**src/rtl/pipe_elastic_buf.sv**
```systemverilog
// Elastic valid/ready pipeline register with DEPTH-entry circular storage
// and synchronous flush; optional zero-latency bypass via PIPE_BYPASS_EN.
//
// Ports:
//   clk, rstn        clock (rising edge), async active-low reset
//   flush            synchronous drop of all stored entries
//   in_valid/in_ready/in_data     upstream handshake and payload
//   out_valid/out_ready/out_data  downstream handshake and payload
//   count            number of stored entries, 0..DEPTH
// Build option: PIPE_BYPASS_EN enables the empty-buffer pass-through path.

module pipe_elastic_buf #(
  parameter int WIDTH = 32,
  parameter int DEPTH = 2,
  parameter int CNT_W = $clog2(DEPTH+1)
) (
  input  logic             clk,
  input  logic             rstn,
  input  logic             flush,
  input  logic             in_valid,
  output logic             in_ready,
  input  logic [WIDTH-1:0] in_data,
  output logic             out_valid,
  input  logic             out_ready,
  output logic [WIDTH-1:0] out_data,
  output logic [CNT_W-1:0] count
);

  localparam int PW = (DEPTH > 1) ? $clog2(DEPTH) : 1;

  logic [WIDTH-1:0] mem [DEPTH];
  logic [PW-1:0]    wr_ptr;
  logic [PW-1:0]    rd_ptr;
  logic [CNT_W-1:0] cnt;

  logic empty;
  logic push;
  logic thru;
  logic wr_en;
  logic pop;

  // Pointers wrap on an explicit compare so DEPTH need not be 2^n.
  function automatic logic [PW-1:0] nxt(input logic [PW-1:0] p);
    return (p == PW'(DEPTH-1)) ? '0 : p + PW'(1);
  endfunction

  assign empty    = (cnt == '0);
  assign in_ready = (cnt != CNT_W'(DEPTH));
  assign count    = cnt;
  assign push     = in_valid & in_ready;
  // Stored entries leave only when something is actually held.
  assign pop      = out_ready & ~empty;

`ifdef PIPE_BYPASS_EN
  logic byp;
  assign byp       = empty & ~flush;
  assign out_valid = empty ? (in_valid & ~flush) : 1'b1;
  assign out_data  = byp ? in_data : mem[rd_ptr];
  // Item taken straight through is never written.
  assign thru      = byp & in_valid & out_ready;
`else
  assign out_valid = ~empty;
  assign out_data  = mem[rd_ptr];
  assign thru      = 1'b0;
`endif

  assign wr_en = push & ~thru;

  always_ff @(posedge clk or negedge rstn) begin
    if (!rstn) begin
      wr_ptr <= '0;
      rd_ptr <= '0;
      cnt    <= '0;
      for (int i = 0; i < DEPTH; i++) begin
        mem[i] <= '0;
      end
    end else begin
      unique case (1'b1)
        flush: begin
          wr_ptr <= '0;
          rd_ptr <= '0;
          cnt    <= '0;
        end
        default: begin
          if (wr_en) begin
            mem[wr_ptr] <= in_data;
            wr_ptr      <= nxt(wr_ptr);
          end
          if (pop) begin
            rd_ptr <= nxt(rd_ptr);
          end
          unique case (1'b1)
            wr_en & ~pop: cnt <= cnt + CNT_W'(1);
            pop & ~wr_en: cnt <= cnt - CNT_W'(1);
            default:      cnt <= cnt;
          endcase
        end
      endcase
    end
  end

endmodule
```
**config.mk**
```make
export PLATFORM = sky130hd
export DESIGN_NAME = pipe_elastic_buf
export DESIGN_NICKNAME = d
export VERILOG_FILES = /design/src/rtl/pipe_elastic_buf.sv
export SDC_FILE = /design/constraint.sdc
export NUM_CORES = 1
export LEC_CHECK = 0
export CAP_MARGIN = 25
export CORE_UTILIZATION = 59
export DETAILED_ROUTE_END_ITERATION = 6
export DONT_BUFFER_PORTS = 1
export PLACE_DENSITY = 0.75
export SLEW_MARGIN = 20
export SYNTH_ARGS = -nofsm -noshare
export SYNTH_HDL_FRONTEND = slang
export SYNTH_SLANG_ARGS = --single-unit
```
**constraint.sdc**
```tcl
create_clock -name clk -period 1.64 [get_ports clk]
set_input_delay 0.082 -clock clk [delete_from_list [all_inputs] [get_ports clk]]
set_output_delay 0.082 -clock clk [all_outputs]
set_load 0.01 [all_outputs]
```
==> results of run 1 <==
==> power by group through the flow <==
stage,sequential [W],combinational (W),clock [W]
floorplan,0.00223,0.000784,0
global placement,0.00226,0.000865,0
detailed placement,0.00230,0.000907,0
CTS,0.00227,0.000993,0.00121
global route,0.00233,0.00106,0.00130
finish,0.00228,0.000986,0.00118
==> stage by stage <==
stage	std cells	setup WS, ns
floorplan	195	0.0257
global placement	262	0.133
detailed placement	262	0.0456
CTS	314	0.0319
global route	314	-0.0284
finish	314	0.0689
==> layer usage <==
layer | routed length [µm] | global-route usage (%)
met1 | 2260 | 27.3
met2 | 3160 | 42.4
met3 | 320 | 8.09
met4 | 62 | 7.69
met5 | 0 | 0
==> sequential cells by signal (all words and copies together) (netlist names) <==
register,flops
mem,64
count,2
rd_ptr,1
wr_ptr,1
==> what timing repair did <==
action,4_1_cts,5_1_grt
resized for setup,0,2
endpoints found under the hold margin,136,68
endpoints found under the setup margin,0,15
==> final cells by class <==
cell class / count / area, µm²
fillers: 331 / 1170
multi-input cells: 115 / 1230
repair buffers: 46 / 452
clock buffers: 12 / 145
flip-flops and latches: 68 / 1700
well taps: 67 / 83.8
inverters: 2 / 7.51
clock inverters: 4 / 25.0
==> cell usage after synthesis, drive strengths merged <==
| master | count |
|---|---|
| nand4b | 1 |
| mux2 | 96 |
| or2 | 2 |
| xor2 | 1 |
| nor4 | 1 |
| nor2 | 1 |
| o211ai | 1 |
| inv | 2 |
| mux2i | 1 |
| buf | 6 |
| a21oi | 4 |
| o21ai | 2 |
| clkbuf | 4 |
| nor3b | 1 |
| nor2b | 1 |
| or3 | 1 |
| dfrtp | 68 |
| a21o | 1 |
| nand3b | 1 |
==> cell families (layout without fill, tap and decap cells) <==
group           after synthesis  in the layout  synth area share, %
mux                          97             97                 36.3
flops                        68             68                 56.6
buf+inv                      12             64                 2.62
simple gates                  9              9                 2.75
compound gates                8              8                 1.50
xor+xnor                      1              1                0.291
==> path summary, 6_finish.rpt <==
kind                            to  cells after the start
setup reg to reg           mem[29]                      5
min in group clk            wr_ptr                      3
hold / removal             mem[25]                      0
setup / recovery           mem[29]                      5
max in group asynchronous  mem[45]                      0
hold reg to reg            mem[52]                      1
==> flow_metrics.tcl, run 1 <==
set metrics [dict create \
    outcome "complete, but fails checks" \
    violations "hold timing" \
    grt_usage_pct 24.0 \
    final_common_cell "mux2_2" \
    period_minus_slack_ns 1.57 \
    setup_violations 0 \
    slew_headroom_pct 84.6 \
    slew_viol_final 0 \
    area_delta_synth_final_pct 21.3 \
    worst_slew_pin_slew_ns 0.228 \
    peakVddDrop_mv 0.842 \
    grt_pass1_vias 1911 \
    clk_latency_ns 0.33 \
    crit_family "flip-flops" \
    io_buffers 0 \
    viasPerCell 5.64 \
    seq_power_share_pct 51.3 \
    cts_buffers 9 \
    post-cts-setup-buffers 0 \
    cp.arrival_ns 1.79 \
    wl_per_cell_um 18.5 \
    cp_num_buf_inv 2 \
    start_util_pct 62.4 \
    dieArea_um2 5390 \
    finalPower_w 0.00444 \
    netlist_instances 195 \
    drt_first_pass_iters 4 \
    rsz0062_at_grt "yes" \
    crit_chain "nor2b_2 -> inv_1 -> nand4b_2 -> buf_6 -> mux2_2" \
    cp-end-kind "register" \
    holdBufCountCts 36 \
    rrSetupSlack_ns 0.07 \
    antenna_cells 0 \
    swShare_pct 27.1 \
    place_congestion 0.659 \
    clockBufferDepth 2 \
    routed_wl_um 5810 \
    finalSetupTns_ns 0 \
    yosysTopAreaCell "dfrtp_1" \
    fp.dieH_um 73.4 \
    nets 279 \
    final_cell_mix "mux2_2 (91), dfrtp_1 (68), dlygate4sd3_1 (36), clkbuf_8 (10), buf_4 (8)" \
    r2r-start "count[0]" \
    p_sw_w 0.00120 \
    timing_worst_setup_path_type "reg -> reg" \
    hold_class "in -> async" \
    globalRouteOverflowTotal 0 \
    synth.distinct_cells 22 \
    synth_area_leaders "dfrtp_1 (57%), mux2_2 (34%), mux2_1 (1.9%), buf_6 (1.1%), buf_4 (0.75%)" \
    crit_path_max_incr_delay_ns 0.39 \
    fin_util_pct 75.7 \
    yosys_warnings 0 \
    grt_max_degree 69 \
    clock.fmax_mhz 637 \
    synth_top_area_share_pct 56.6 \
    start_kind "register" \
    worstPathMaxFanout 14 \
    antenna_found_initial 0 \
    p_per_area_nw_per_um2 1220 \
    io_pins 73 \
    synth_seq_cells 68 \
    floorplan.die.width_um 73.4 \
    clk_pin_slew_ns 0.07 \
    netlist_area_um2 3010 \
    drc 0 \
    dp_hpwl_um 3730 \
    placed_area_um2 3110 \
    vias 1770 \
    coreArea_um2 4820 \
    final_layout_size_suffix_gt1_share_pct 49.4 \
    grt_pass1_wl_um 9310 \
    numClockSinks 68 \
    dr.first_iter.drc_count 107 \
    ant_nets 0 \
    period_share_pct 95.8 \
    power.share.clock_pct 26.5 \
    cp_slowest_cell "dfrtp_1" \
    p_comb_share_pct 22.2 \
    leakagePower_nw 1.54 \
    cts_tree "built" \
    holdWs_ns -0.559 \
    startpoint "count[0]" \
    fin_skew_ns 0.00813 \
    h-tree-depth 3 \
    hold_viol 68 \
    p_int_w 0.00324 \
    cts_root_buf "clkbuf_8" \
    syn_avg_cell_area_um2 15.4 \
    rows 25 \
    synth_nets 232 \
    cap_violations 0 \
    crit_required_ns 1.85 \
    ys_seq_area_share_pct 56.6 \
    design_area_um2 3650 \
]
Note: power is estimated with default switching activity, not from simulation.
==> run 2, diff against run 1 <==
CORE_UTILIZATION = 38   (was 59)
PLACE_DENSITY = default   (was 0.75)
==> flow_metrics.tcl, run 2 (synthesis results as in run 1) <==
set metrics [dict create \
    regMostFlops "mem" \
    largest_reg_flops 64 \
    wl_per_cell_um 16.1 \
    peakVddDrop_mv 0.743 \
    slew_headroom_pct 82.2 \
    multiInputGateArea_um2 1230 \
    rows 32 \
    seq_area_um2 1700 \
    r2r-start "count[0]" \
    p_per_area_nw_per_um2 1220 \
    clk_latency_ns 0.33 \
    h-tree-depth 3 \
    clockBufferDepth 2 \
    violations "hold timing" \
    drt_first_pass_iters 4 \
    final_common_cell "mux2_2" \
    clock.fmax_mhz 647 \
    leakagePower_nw 1.53 \
    rrSetupSlack_ns 0.1 \
    placed_area_um2 3150 \
    cp-end-kind "register" \
    ant_nets 0 \
    drc 0 \
    holdWs_ns -0.555 \
    cap_violations 0 \
    clk_pin_slew_ns 0.07 \
    viasPerCell 5.07 \
    setup_violations 0 \
    final_cell_mix "mux2_2 (91), dfrtp_1 (68), dlygate4sd3_1 (35), clkbuf_8 (9)" \
    start_kind "register" \
    startpoint "count[0]" \
    slew_viol_final 0 \
    rsz0062_at_grt "no" \
    design_area_um2 3690 \
    holdBufCountCts 35 \
    fp.dieH_um 91.0 \
    worstPathMaxFanout 21 \
    finalPower_w 0.00451 \
    routed_wl_um 5550 \
    period_minus_slack_ns 1.54 \
    r2r-end "mem[30]" \
    floorplan.die.width_um 91.0 \
    io_pins 73 \
    io_buffers 0 \
    cts_tree "built" \
    fin_util_pct 48.0 \
    cts_buffers 9 \
    area_delta_synth_final_pct 22.6 \
    crit_required_ns 1.85 \
    start_util_pct 39.1 \
    numClockSinks 68 \
    grt_pass1_vias 1789 \
    outcome "complete, but fails checks" \
    antenna_found_initial 0 \
    globalRouteOverflowTotal 0 \
    endpoint "mem[30]" \
    worst_slew_pin_slew_ns 0.267 \
    coreArea_um2 7690 \
    grt_pass1_wl_um 9090 \
    finalSetupTns_ns 0 \
    place_congestion 0.689 \
    vias 1743 \
    grt_max_degree 69 \
    period_share_pct 94.2 \
    final_layout_size_suffix_gt1_share_pct 49.2 \
    r2r.worst_path.cells 5 \
    dr.first_iter.drc_count 33 \
    grt_usage_pct 14.4 \
    antenna_cells 0 \
    dp_hpwl_um 3360 \
    nets 276 \
    timing_worst_setup_path_type "reg -> reg" \
    dieArea_um2 8280 \
    fillers 698 \
    cts_root_buf "clkbuf_8" \
    cp.arrival_ns 1.76 \
    hold_viol 68 \
    hold_class "in -> async" \
    fin_skew_ns 0.00409 \
]
## run 2: layout make-up
cell class	instances	share of cell area, %
clock buffers	9	3.36
repair buffers	43	11.9
well taps	102	3.46
multi-input cells	115	33.4
inverters	2	0.204
clock inverters	5	1.49
flip-flops and latches	68	46.1
## run 2: how the worst min path moves through the flow
stage | startpoint | to | slack (ns) | cells after the start
3_5_place_dp | rstn | mem[50] | -0.21 | 0
5_1_grt | rstn | mem[4] | -0.58 | 0
4_1_cts | rstn | mem[55] | -0.58 | 0
6_report | rstn | mem[52] | -0.56 | 0
3_3_place_gp | rstn | mem[20] | -0.21 | 0
2_1_floorplan | rstn | count[0] | -0.21 | 0
## run 2: routing by layer
| layer | vias to the layer above | wire length (µm) | global-route usage (%) | share of wire (%) |
|---|---|---|---|---|
| met5 | - | 0 | 0 | 0 |
| met4 | 0 | 119 | 7.28 | 2.1 |
| met3 | 12 | 258 | 3.94 | 4.7 |
| met2 | 43 | 2740 | 23.4 | 49 |
| met1 | 895 | 2430 | 17.5 | 44 |
| li1 | 793 | - | - | - |
## run 2: metrics by stage
stage / worst slack, ns / cells
finish: 0.0956 / 344
global route: 0.0275 / 344
CTS: 0.0170 / 344
detailed placement: 0.0201 / 295
global placement: 0.0659 / 295
floorplan: 0.0257 / 195
## run 2: what timing repair did
action,4_1_cts,5_1_grt
buffers inserted,0,0
endpoints found under the hold margin,136,68
resized for setup,0,2
endpoints found under the setup margin,0,31
## run 2: worst max-delay path, cell delays in order, from the launching register on
cell	delay, ns
dfrtp_1	0.41
nor2b_4	0.17
inv_1	0.13
nand4b_2	0.16
buf_12	0.19
mux2_2	0.36
## run 2: power breakdown
part           switching [W]  internal (W)  total, W
registers           0.000179       0.00208   0.00226
logic               0.000388      0.000573  0.000961
clock network       0.000612      0.000680   0.00129
==> run 3, diff against run 2 <==
CORE_UTILIZATION = 55   (was 38)
PLACE_DENSITY = 0.7   (was default)
==> flow_metrics.tcl, run 3 (synthesis results as in run 1) <==
set metrics [dict create \
    cap_violations 0 \
    r2r-start "count[0]" \
    holdWs_ns -0.553 \
    finalSetupTns_ns 0 \
    viasPerCell 5.57 \
    start_util_pct 58.2 \
    area_delta_synth_final_pct 22.5 \
    antenna_found_initial 0 \
    clk_latency_ns 0.32 \
    cp_slowest_cell "dlygate4sd3_1" \
    setup_violations 0 \
    slew_headroom_pct 77.1 \
    period_share_pct 95.6 \
    fp.dieH_um 76.0 \
    clock.fmax_mhz 638 \
    nets 278 \
    ant_nets 0 \
    cts_buffers 9 \
    coreArea_um2 5170 \
    final_common_cell "mux2_2" \
    dp_hpwl_um 3640 \
    crit_chain "buf_6 -> nor3b_1 -> a21oi_1 -> dlygate4sd3_1 -> a21oi_1" \
    start_kind "register" \
    crit_path_max_incr_delay_ns 0.56 \
    antenna_cells 0 \
    globalRouteOverflowTotal 0 \
    drt_first_pass_iters 4 \
    cts_root_buf "clkbuf_8" \
    placed_area_um2 3120 \
    drc 0 \
    h-tree-depth 3 \
    grt_usage_pct 21.6 \
    hold_viol 68 \
    rsz0062_at_grt "no" \
    rows 26 \
    clockBufferDepth 2 \
    hold_class "in -> async" \
    worst_slew_pin_slew_ns 0.344 \
    fillers 336 \
    slew_viol_final 0 \
    dieArea_um2 5770 \
    vias 1759 \
    routed_wl_um 5670 \
    outcome "complete, but fails checks" \
    cp_num_buf_inv 2 \
    grt_pass1_wl_um 9580 \
    largest_reg_flops 64 \
    numClockSinks 68 \
    crit_family "buffers and inverters" \
    startpoint "count[0]" \
    worstPathMaxFanout 7 \
    floorplan.die.width_um 76.0 \
    p_per_area_nw_per_um2 1260 \
    regMostFlops "mem" \
    crit_path_frequent_cell "a21oi_1" \
    io_buffers 0 \
    place_congestion 0.685 \
    dr.first_iter.drc_count 78 \
    final_cell_mix "mux2_2 (91), dfrtp_1 (68), dlygate4sd3_1 (36), clkbuf_8 (11)" \
    io_pins 73 \
    crit_required_ns 1.89 \
    cp-end-kind "register" \
    peakVddDrop_mv 0.690 \
    grt_max_degree 69 \
    cp.arrival_ns 1.82 \
    clk_pin_slew_ns 0.07 \
    wl_per_cell_um 17.9 \
    post-cts-setup-buffers 0 \
    holdBufCountCts 36 \
    design_area_um2 3690 \
    fin_skew_ns 0.00318 \
    final_layout_size_suffix_gt1_share_pct 48.0 \
    cts_tree "built" \
    leakagePower_nw 1.55 \
    timing_worst_setup_path_type "reg -> reg" \
    period_minus_slack_ns 1.57 \
    violations "hold timing" \
    grt_pass1_vias 2038 \
]
run 3: cell types whose count changed in the layout (fill, tap and decap cells not counted), sizes merged:
| cell | before | now |
|---|---|---|
| dlygate4sd3 | 35 | 36 |
| clkinv | 2 | 0 |
| clkinvlp | 2 | 0 |
| buf | 8 | 9 |
| clkbuf | 9 | 15 |
run 3: worst paths after layout:
path	to	slack [ns]	depth (start not counted)
min reg2reg	mem[52]	0.49	1
max in group asynchronous	mem[38]	2.10	0
min	mem[57]	-0.55	0
max	count[0]	0.07	5
max reg2reg	count[0]	0.07	5
min in group clk	count[1]	0.03	3
run 3: per-stage QoR:
| step | hold WS (ns) | power (W) | std cells | worst slack [ns] | utilization, % |
|---|---|---|---|---|---|
| final | -0.553 | 0.00463 | 316 | 0.0715 | 71.3 |
| after global routing | -0.573 | 0.00485 | 316 | 0.00218 | 71.3 |
| after CTS | -0.568 | 0.00467 | 316 | 0.0116 | 71.0 |
| after detailed placement | -0.212 | 0.00322 | 264 | 0.0298 | 60.3 |
| after global placement | -0.212 | 0.00313 | 264 | 0.103 | 60.3 |
| after floorplan | -0.214 | 0.00302 | 195 | 0.0257 | - |
run 3: power breakdown:
| part | switching, W | internal [W] |
|---|---|---|
| logic | 0.000411 | 0.000577 |
| clock network | 0.000570 | 0.000790 |
| registers | 0.000200 | 0.00208 |
| total | 0.00118 | 0.00345 |
run 3: repair_timing:
| item | CTS | global route |
|---|---|---|
| setup endpoints to repair | 0 | 17 |
| endpoints found under the hold margin | 136 | 68 |
| resized for setup | 0 | 3 |
run 3: area by class of cell:
| class | instances | area, µm² | share of cell area, % |
|---|---|---|---|
| Clock inverter | 1 | 30.0 | 0.815 |
| Multi-Input combinational cell | 115 | 1230 | 33.4 |
| Sequential cell | 68 | 1700 | 46.2 |
| Timing Repair Buffer | 45 | 460 | 12.5 |
| Tap cell | 70 | 87.6 | 2.38 |
| Clock buffer | 15 | 166 | 4.51 |
| Inverter | 2 | 7.51 | 0.204 |
run 3: layer usage:
metal	global-route usage, %	vias up	share of wire [%]
li1	-	792	-
met1	24.5	886	40
met2	36.7	65	51
met3	4.94	16	5.2
met4	13.7	0	3.0
met5	0	-	0
